File: src/rtl/npc_pkg.sv
// Shared encodings for the fetch-stage next-PC controller: branch opcodes,
// FSM states and default reset/exception addresses.
package npc_pkg;

  localparam logic [2:0] BR_NONE = 3'd0;
  localparam logic [2:0] BR_BEQ  = 3'd1;
  localparam logic [2:0] BR_BNE  = 3'd2;
  localparam logic [2:0] BR_BLEZ = 3'd3;
  localparam logic [2:0] BR_BGTZ = 3'd4;
  localparam logic [2:0] BR_BLTZ = 3'd5;
  localparam logic [2:0] BR_BGEZ = 3'd6;

  typedef enum logic {
    ST_RUN  = 1'b0,
    ST_PEND = 1'b1
  } npc_state_t;

  localparam logic [31:0] DEF_RESET_PC = 32'h0000_3000;
  localparam logic [31:0] DEF_EXC_VEC  = 32'h0000_4180;

endpackage

File: src/rtl/npc_br_cmp.sv
// Branch condition resolver for the six MIPS compare-branch ops (signed 32-bit).
module npc_br_cmp
  import npc_pkg::*;
(
  input  logic [2:0]  br_op,
  input  logic [31:0] rs,
  input  logic [31:0] rt,
  output logic        taken
);

  logic rs_zero;
  assign rs_zero = (rs == 32'd0);

  always_comb begin
    case (br_op)
      BR_BEQ:  taken = (rs == rt);
      BR_BNE:  taken = (rs != rt);
      BR_BLEZ: taken = rs[31] | rs_zero;
      BR_BGTZ: taken = ~rs[31] & ~rs_zero;
      BR_BLTZ: taken = rs[31];
      BR_BGEZ: taken = ~rs[31];
      default: taken = 1'b0;
    endcase
  end

endmodule

File: src/rtl/npc_fetch_ctrl.sv
// Fetch-stage PC register and next-PC select with redirect capture across stalls.
// Define NPC_EXC_EN to activate the exception / eret redirect inputs.
module npc_fetch_ctrl
  import npc_pkg::*;
#(
  parameter int          ADDR_W   = 32,
  parameter logic [31:0] RESET_PC = DEF_RESET_PC,
  parameter logic [31:0] EXC_VEC  = DEF_EXC_VEC
) (
  input  logic              clk,
  input  logic              reset,
  input  logic              stall_i,
  input  logic [ADDR_W-1:0] pc_d_i,
  input  logic [2:0]        br_op_i,
  input  logic [31:0]       rs_val_i,
  input  logic [31:0]       rt_val_i,
  input  logic [15:0]       imm16_i,
  input  logic              j_valid_i,
  input  logic [25:0]       jidx_i,
  input  logic              jr_valid_i,
  input  logic              exc_req_i,
  input  logic              eret_i,
  input  logic [ADDR_W-1:0] epc_i,
  output logic [ADDR_W-1:0] pc_o,
  output logic [ADDR_W-1:0] npc_o,
  output logic              redir_o,
  output logic              pend_o,
  output logic              misalign_o
);

  localparam logic [ADDR_W-1:0] RST_PC = RESET_PC[ADDR_W-1:0];
  localparam logic [ADDR_W-1:0] EXC_PC = EXC_VEC[ADDR_W-1:0];

  npc_state_t        state;
  logic [ADDR_W-1:0] pc_q, pend_q;
  logic              exc, eret, taken;

`ifdef NPC_EXC_EN
  assign exc  = exc_req_i;
  assign eret = eret_i;
`else
  logic unused_exc;
  assign unused_exc = ^{exc_req_i, eret_i, epc_i};
  assign exc  = 1'b0;
  assign eret = 1'b0;
`endif

  npc_br_cmp u_br_cmp (
    .br_op (br_op_i),
    .rs    (rs_val_i),
    .rt    (rt_val_i),
    .taken (taken)
  );

  logic [ADDR_W-1:0] seq, pc_d4, br_off, br_tgt, j_tgt, jr_tgt, eret_tgt;
  logic [31:0]       pc_d4_w, j_w;

  assign seq      = pc_q + ADDR_W'(4);
  assign pc_d4    = pc_d_i + ADDR_W'(4);
  assign br_off   = ADDR_W'({{14{imm16_i[15]}}, imm16_i, 2'b00});
  assign br_tgt   = pc_d4 + br_off;
  assign pc_d4_w  = 32'(pc_d4);
  assign j_w      = {pc_d4_w[31:28], jidx_i, 2'b00};
  assign j_tgt    = j_w[ADDR_W-1:0];
  assign jr_tgt   = {rs_val_i[ADDR_W-1:2], 2'b00};
  assign eret_tgt = {epc_i[ADDR_W-1:2], 2'b00};

  // Highest-priority request this cycle; tgt falls back to seq when none.
  logic              req, mis;
  logic [ADDR_W-1:0] tgt;
  always_comb begin
    req = 1'b1;
    mis = 1'b0;
    tgt = seq;
    if (exc)             tgt = EXC_PC;
    else if (eret)       begin tgt = eret_tgt; mis = |epc_i[1:0];    end
    else if (jr_valid_i) begin tgt = jr_tgt;   mis = |rs_val_i[1:0]; end
    else if (j_valid_i)  tgt = j_tgt;
    else if (taken)      tgt = br_tgt;
    else                 req = 1'b0;
  end

  // While pending, D repeats the same instruction, so only exc may retarget.
  always_comb begin
    npc_o      = pc_q;
    redir_o    = 1'b0;
    misalign_o = 1'b0;
    if (state == ST_RUN) begin
      redir_o    = req;
      misalign_o = req & mis;
      if (!stall_i) npc_o = tgt;
    end else if (!stall_i) begin
      npc_o   = exc ? EXC_PC : pend_q;
      redir_o = 1'b1;
    end else begin
      redir_o = exc;
    end
  end

  always_ff @(posedge clk or posedge reset) begin
    if (reset) begin
      pc_q   <= RST_PC;
      pend_q <= '0;
      state  <= ST_RUN;
    end else begin
      pc_q <= npc_o;
      case (state)
        ST_RUN:
          if (stall_i && req) begin
            pend_q <= tgt;
            state  <= ST_PEND;
          end
        ST_PEND:
          if (!stall_i)  state  <= ST_RUN;
          else if (exc)  pend_q <= EXC_PC;
        default: state <= ST_RUN;
      endcase
    end
  end

  assign pc_o   = pc_q;
  assign pend_o = (state == ST_PEND);

endmodule

File: config.mk
export PLATFORM = sky130hd
export DESIGN_NAME = npc_fetch_ctrl
export DESIGN_NICKNAME = d
export VERILOG_FILES = /design/src/rtl/npc_pkg.sv /design/src/rtl/npc_br_cmp.sv /design/src/rtl/npc_fetch_ctrl.sv
export SDC_FILE = /design/constraint.sdc
export NUM_CORES = 1
export LEC_CHECK = 0
export ABC_CLOCK_PERIOD_IN_PS = 5650
export CAP_MARGIN = 5
export CELL_PAD_IN_SITES_DETAIL_PLACEMENT = 2
export CELL_PAD_IN_SITES_GLOBAL_PLACEMENT = 2
export CORE_UTILIZATION = 25
export CTS_CLUSTER_DIAMETER = 40
export DETAILED_ROUTE_END_ITERATION = 8
export PLACE_DENSITY = 0.89
export SYNTH_ARGS = -nofsm -noshare
export SYNTH_HDL_FRONTEND = slang
export SYNTH_HIERARCHICAL = 1
export SYNTH_SLANG_ARGS = --single-unit
File: constraint.sdc
create_clock -name clk -period 5.65 [get_ports clk]
set_clock_uncertainty 0.1 [all_clocks]
set_input_delay 1.13 -clock clk [delete_from_list [all_inputs] [get_ports clk]]
set_output_delay 1.13 -clock clk [all_outputs]
set_load 0.01 [all_outputs]
Yosys cells after proc, flatten, opt, wreduce, memory -nomap -nowiden
Index checks and enable logic that the tools add are counted.
- memory bits (read-only): 0
- memories: 0
- bits in latches: 0
- bits in writable memories: 0
- register bits after elaboration: 65
- add/subtract/negate cells: 3
- $lt $le $gt $ge: 0
- reduce and logical (&&, ||, !) cells: 4
- shift operators: 0
- bitwise logic cells: 6
- mux-type cells: 19
- multiply operators: 0
- equality and inequality tests: 9
- divide/modulo/power cells: 0
- operators by type and width (operator ; count):
    two-way mux 32 bit ; 8
    adder 32 x 3 -> 32 bit, second input constant ; 2
    adder 32 bit ; 1
    == test 32 bit ; 1
    zero test 32 bit ; 1
    inequality test 32 bit ; 1
    == test 3 bit, second input constant ; 3
    two-way mux 1 bit ; 9
    == test 3 x 2 -> 1 bit, second input constant ; 2
    one-hot mux 1 bit (6 select lines) ; 1
    == test 3 x 1 -> 1 bit, second input constant ; 1
    inverter 1 bit ; 3
    bitwise AND 1 bit ; 2
    inequality test 2 x 1 -> 1 bit, second input constant ; 1
    one-hot mux 1 bit (2 select lines) ; 1
    AND reduction 2 bit ; 1
    OR reduction 2 bit ; 1
    logical AND 1 bit ; 1
    bitwise OR 1 bit ; 1

Logic depth before layout (Yosys ltp)
- word-level depth: 10
- gate-level depth with buffers: 16
- depth with buffers taken out: 16

Cells and area by module
Netlist, hierarchy kept.
- by module, submodules not included (module ; cells each ; area an instance (um^2) ; sequential area each (um^2) ; instances):
    npc_fetch_ctrl ; 814 ; 6333.6 ; 1629.1 ; 1
    npc_br_cmp ; 61 ; 484.2 ; 0.0 ; 1

Worst setup path before layout
OpenSTA, ideal clock, no wires.
- path type: in2out
- from: input pc_d_i[7]
- to: output npc_o[30]
- arrival: 3.955 ns
- path slack: 0.465 ns
- stages: 14
- path buffers: 1
- required time: 4.420 ns
- cells stage by stage: nand4_1 > nor4_4 > nand2_1 > xnor2_1 > ha_1 > clkbuf_1 > a211oi_1 > o21bai_1 > a211oi_1 > o21ai_0 > o21ai_0 > o311ai_0 > o22a_1 > o21ai_0
- word-level cells in the longest chain between the ends: 7
- RTL lines (what ; line ; source):
    start: declaration ; npc_fetch_ctrl.sv:13 ; input logic [ADDR_W-1:0] pc_d_i,
    adder 32 x 3 -> 32 bit * ; npc_fetch_ctrl.sv:59 ; assign pc_d4 = pc_d_i + ADDR_W'(4);
    adder 32 bit ; npc_fetch_ctrl.sv:61 ; assign br_tgt = pc_d4 + br_off;
    two-way mux 32 bit ; npc_fetch_ctrl.sv:79 ; else if (taken) tgt = br_tgt;
    two-way mux 32 bit * ; npc_fetch_ctrl.sv:78 ; else if (j_valid_i) tgt = j_tgt;
    two-way mux 32 bit * ; npc_fetch_ctrl.sv:77 ; else if (jr_valid_i) begin tgt = jr_tgt; mis = |rs_val_i[1:0]; end
    two-way mux 32 bit * ; npc_fetch_ctrl.sv:91 ; if (!stall_i) npc_o = tgt;
    two-way mux 32 bit * ; npc_fetch_ctrl.sv:88 ; if (state == ST_RUN) begin
    end: declaration ; npc_fetch_ctrl.sv:25 ; output logic [ADDR_W-1:0] npc_o,
Every way passes the cells marked *; elsewhere a longest branch is shown, timed or not.

Worst setup path in the final report
- from: input pc_d_i[13]
- to: register pend_q[29]
- word-level cells in the longest chain between the ends: 7
- RTL lines (what ; line ; source):
    adder 32 x 3 -> 32 bit * ; npc_fetch_ctrl.sv:59 ;
    adder 32 bit ; npc_fetch_ctrl.sv:61 ;
    two-way mux 32 bit ; npc_fetch_ctrl.sv:79 ;
    two-way mux 32 bit * ; npc_fetch_ctrl.sv:78 ;
    two-way mux 32 bit * ; npc_fetch_ctrl.sv:77 ;
    two-way mux 32 bit * ; npc_fetch_ctrl.sv:109 ; if (stall_i && req) begin
    two-way mux 32 bit * ; npc_fetch_ctrl.sv:107 ; case (state)
    end signal: assignment ; npc_fetch_ctrl.sv:110 ; pend_q <= tgt;
    end: declaration ; npc_fetch_ctrl.sv:35 ; logic [ADDR_W-1:0] pc_q, pend_q;
Every way passes the cells marked *; elsewhere a longest branch is shown, timed or not. The select of a mux whose other input is x is not followed.
A chain may end at the register's enable or synchronous reset.

==> impl_table.tex <==
\begin{tabular}{lr}
\hline
Metric & Value \\
\hline
\multicolumn{2}{l}{\textbf{Layout}} \\
\quad Register area & 0.00163 sq mm \\
\quad Multi-input combinational cell area & 0.00662 sq mm \\
\quad Area overhead of the layout relative to synthesis & 100\% \\
\quad Number of nets at the end of the flow & 1592 \\
\quad Post-route standard cell area excluding fillers & 0.0137 sq mm \\
\quad Number of fill cells & 2800 \\
\quad Number of non-filler instances in the completed layout & 1725 \\
\quad Proportion of layout cells with a drive suffix above 1 & 0.470 \\
\multicolumn{2}{l}{\textbf{Min path}} \\
\quad Cells on Worst Hold Path & 1 \\
\quad Worst min path class & reg2reg \\
\multicolumn{2}{l}{\textbf{Yosys}} \\
\quad Netlist area before placement & 0.00682 sq mm \\
\quad Leading register cell type out of synthesis & sky130\_fd\_sc\_hd\_\_dfrtp\_1 \\
\quad Distinct cell type count after synthesis & 76 \\
\quad Share of synthesized registers carrying an async set or reset & 1.00 \\
\quad Yosys warning count & 6 \\
\quad Post-synthesis net count & 1092 \\
\quad Synth top cells by count & 119 x sky130\_fd\_sc\_hd\_\_nand2\_1, 72 x sky130\_fd\_sc\_hd\_\_o21ai\_0, 63 x sky130\_fd\_sc\_hd\_\_dfrtp\_1, 62 x sky130\_fd\_sc\_hd\_\_xor2\_1, 59 x sky130\_fd\_sc\_hd\_\_nor2\_1 \\
\quad Area fraction of the dominant cell type after synthesis & 0.231 \\
\quad Number of enable-type register cells in the synthesized netlist & 0 \\
\quad Instance count of the mapped netlist & 875 \\
\quad Cell accounting for the most synthesized area & sky130\_fd\_sc\_hd\_\_dfrtp\_1 \\
\quad Synth Register Bits & 65 \\
\quad Synth area leaders & sky130\_fd\_sc\_hd\_\_dfrtp\_1 23\%, sky130\_fd\_sc\_hd\_\_xor2\_1 8.0\%, sky130\_fd\_sc\_hd\_\_ha\_1 6.6\%, sky130\_fd\_sc\_hd\_\_nand2\_1 6.6\%, sky130\_fd\_sc\_hd\_\_o21ai\_0 5.3\% \\
\quad Cell with the most instances after synthesis & sky130\_fd\_sc\_hd\_\_nand2\_1 \\
\quad Portion of the post-synthesis area used by sequential elements & 0.239 \\
\quad Mean instance size in the synthesized netlist & 7.79 sq um \\
\multicolumn{2}{l}{\textbf{Routing}} \\
\quad Number of DRC violations after detailed routing & 0 \\
\quad Total detailed-routing wirelength & 65.2 mm \\
\quad Number of iterations in the first detailed-routing pass & 6 \\
\quad WL per Instance & 37.8 microns \\
\quad Vias after detailed routing & 11083 \\
\quad ANT nets after route & 0 \\
\quad Post-detailed-route via-to-cell ratio & 6.42 \\
\quad Detailed router's first-iteration violation count & 1194 \\
\multicolumn{2}{l}{\textbf{Power and ir drop}} \\
\quad Pwr Density & 225 mW/mm\^{}2 \\
\quad Net switching fraction of the power & 0.445 \\
\quad Power spent charging and discharging nets & 1370 uW \\
\quad Leakage & 0.00595 uW \\
\quad Relative contribution of the clock network to total power & 0.235 \\
\quad Internal power & 1700 uW \\
\quad Fraction of power consumed by combinational cells & 0.536 \\
\quad Part of the power in registers & 0.230 \\
\quad IR Drop Worst-Case VDD & 0.166 mV \\
\multicolumn{2}{l}{\textbf{Global route}} \\
\quad Total grt overflow & 0 \\
\quad Maximum number of pins on one net before global-route repair & 39 \\
\quad GRT Total Usage & 0.366 \\
\quad Initial antenna violation count & 3 \\
\quad Global-route wire length before repair & 76.5 mm \\
\quad Number of global-route vias before repair & 11343 \\
\multicolumn{2}{l}{\textbf{Worst setup path}} \\
\quad Number of buffers and inverters on the critical path & 18 \\
\quad Required time of the critical path & 5.81 ns \\
\quad Stage delay of the slowest cell on the critical path & 0.58 ns \\
\quad Type of the setup path with the least slack & in2reg \\
\quad Critical path startpoint category & primary input \\
\quad Maximum fanout encountered on the critical timing path & 3 \\
\quad Most frequent cell on the critical path & sky130\_fd\_sc\_hd\_\_buf\_4 \\
\quad Critical path data arrival time & 6.62 ns \\
\quad Worst path depth & 30 \\
\quad Slowest cell on the critical path & sky130\_fd\_sc\_hd\_\_a2111oi\_4 \\
\quad Family of cells with the greatest summed delay on the critical path & buffers and inverters \\
\quad Number of cells on the worst reg-to-reg path & 9 \\
\quad Type of destination of the critical path & register \\
\multicolumn{2}{l}{\textbf{Die}} \\
\quad Starting density of the core & 0.254 \\
\quad Die Span Y & 167 microns \\
\quad Core area & 0.0269 sq mm \\
\quad Horizontal die dimension & 167 microns \\
\quad Die Outline Area & 0.0279 sq mm \\
\quad Std-Cell Rows & 60 \\
\quad Io pins & 247 \\
\multicolumn{2}{l}{\textbf{CTS}} \\
\quad Buffer levels on the longest clock path & 2 \\
\quad Clock-pin transition on the worst setup and hold timing paths & 0.07 ns \\
\quad TritonCTS clock tree & yes \\
\quad CTS H-tree lvls & 3 \\
\quad Cell at the root of the clock tree & sky130\_fd\_sc\_hd\_\_clkbuf\_16 \\
\quad CTS Sinks & 65 \\
\quad Clock latency on the worst-skew pair & 0.36 ns \\
\quad Total CTS buffers & 9 \\
\multicolumn{2}{l}{\textbf{Job}} \\
\quad Number of max-capacitance violations reported & 0 \\
\multicolumn{2}{l}{\textbf{Timing}} \\
\quad Hold Fails Final Rpt & 0 \\
\quad Final critical-path required period & 6.46 ns \\
\quad Tightest hold margin & 0.420 ns \\
\quad Slew at the pin closest to its max-slew limit & 0.968 ns \\
\quad Unrepaired setup endpoints after global routing & yes \\
\quad Final worst-path setup slack & -0.806 ns \\
\quad Total negative setup slack & -8.69 ns \\
\quad Count of final max-slew check failures & 0 \\
\quad Final worst-path cycle share & 1.14 \\
\quad Highest achievable clock rate & 155 MHz \\
\quad Worst slew slack as a fraction of its limit & 0.354 \\
\quad Final setup vio count & 34 \\
\multicolumn{2}{l}{\textbf{Placement}} \\
\quad Number of input and output port buffers inserted & 212 \\
\quad Total placed cells including tap cells & 1603 \\
\quad Dpl cell area & 0.0109 sq mm \\
\quad Post-DP HPWL & 33.5 mm \\
\quad Gp weighted congestion & 0.917 \\
\multicolumn{2}{l}{\textbf{Run status}} \\
\quad Violated checks & setup timing \\
\quad Outcome & complete, but fails checks \\
\hline
\end{tabular}
final cells by class:
| type | instances | area share |
|---|---|---|
| tap | 341 | 0.0313 |
| timing repair buffer | 534 | 0.333 |
| multi-input combinational | 746 | 0.485 |
| inverter | 19 | 0.00559 |
| antenna | 4 | 0.000733 |
| sequential | 65 | 0.119 |
| clock buffer | 9 | 0.0165 |
| clock inverter | 7 | 0.00917 |
power groups by stage:
stage               Sequential [uW]  Clock [uW]  Combinational (uW)
finish                          704         719                1640
global placement                655           0                1070
global route                    702         730                1660
CTS                             665         687                1260
floorplan                       640           0                 451
detailed placement              670           0                1130
layer usage:
metal	GRT usage	part of all wire	up-vias
li1	-	-	4205
met1	0.421	0.36	5495
met2	0.636	0.45	963
met3	0.0676	0.095	420
met4	0.214	0.099	0
met5	0	0	-
cell usage in the layout (no fill, tap or decap), drive strengths merged, types with 14 or more instances in the layout:
cell / instances
xnor2: 40
clkdlybuf4s50: 97
nor3: 21
nand4: 28
dfrtp: 63
inv: 21
clkbuf: 30
mux2i: 14
nor2: 60
nand3: 27
and3: 14
xor2: 63
dlygate4sd2: 52
ha: 36
nand2: 119
nor4: 21
a21oi: 59
o21ai: 79
buf: 348
flip-flops by register name, indices dropped and copies added, names as in the netlist:
register	flops
pc_o	32
pend_q	32
pend_o	1
timing repair:
action,in CTS,in global routing
setup endpoints to repair,33,34
buffers inserted,57,52
gates resized for setup,371,264
pin swaps,104,111
hold buffers,0,0
cloned,0,1
through the flow:
step            util  setup slack, ns  power (uW)
3_3_place_gp   0.404           -0.920        1720
5_1_grt        0.508           -0.750        3090
2_1_floorplan      -            0.465        1090
4_1_cts        0.460           -0.123        2610
3_5_place_dp   0.404            -1.25        1790
6_report       0.508           -0.806        3070
cells by family after synthesis:
logic type | count (synthesis) | share of synthesized area
AND/OR/NAND/NOR | 326 | 0.239
AO/OA/AOI/OAI | 258 | 0.248
XOR/XNOR | 103 | 0.133
flip-flops | 65 | 0.239
buffers and inverters | 64 | 0.0376
adder cells (fa/ha/maj) | 37 | 0.0690
multiplexers | 22 | 0.0338
path summary, 6_finish.rpt:
check | start | end | slack, ns
worst min register to register | pend_q[27] | pend_q[27] | 0.42
worst max register to register | pc_o[2] | pend_q[16] | 1.27
worst min-delay path | pend_q[27] | pend_q[27] | 0.42
worst max-delay path | pc_d_i[13] | pend_q[29] | -0.81
max in group asynchronous | reset | pend_q[30] | 3.23
min in group asynchronous | reset | pc_o[15] | 1.20
No activity file was read; power rests on OpenSTA's default activity.
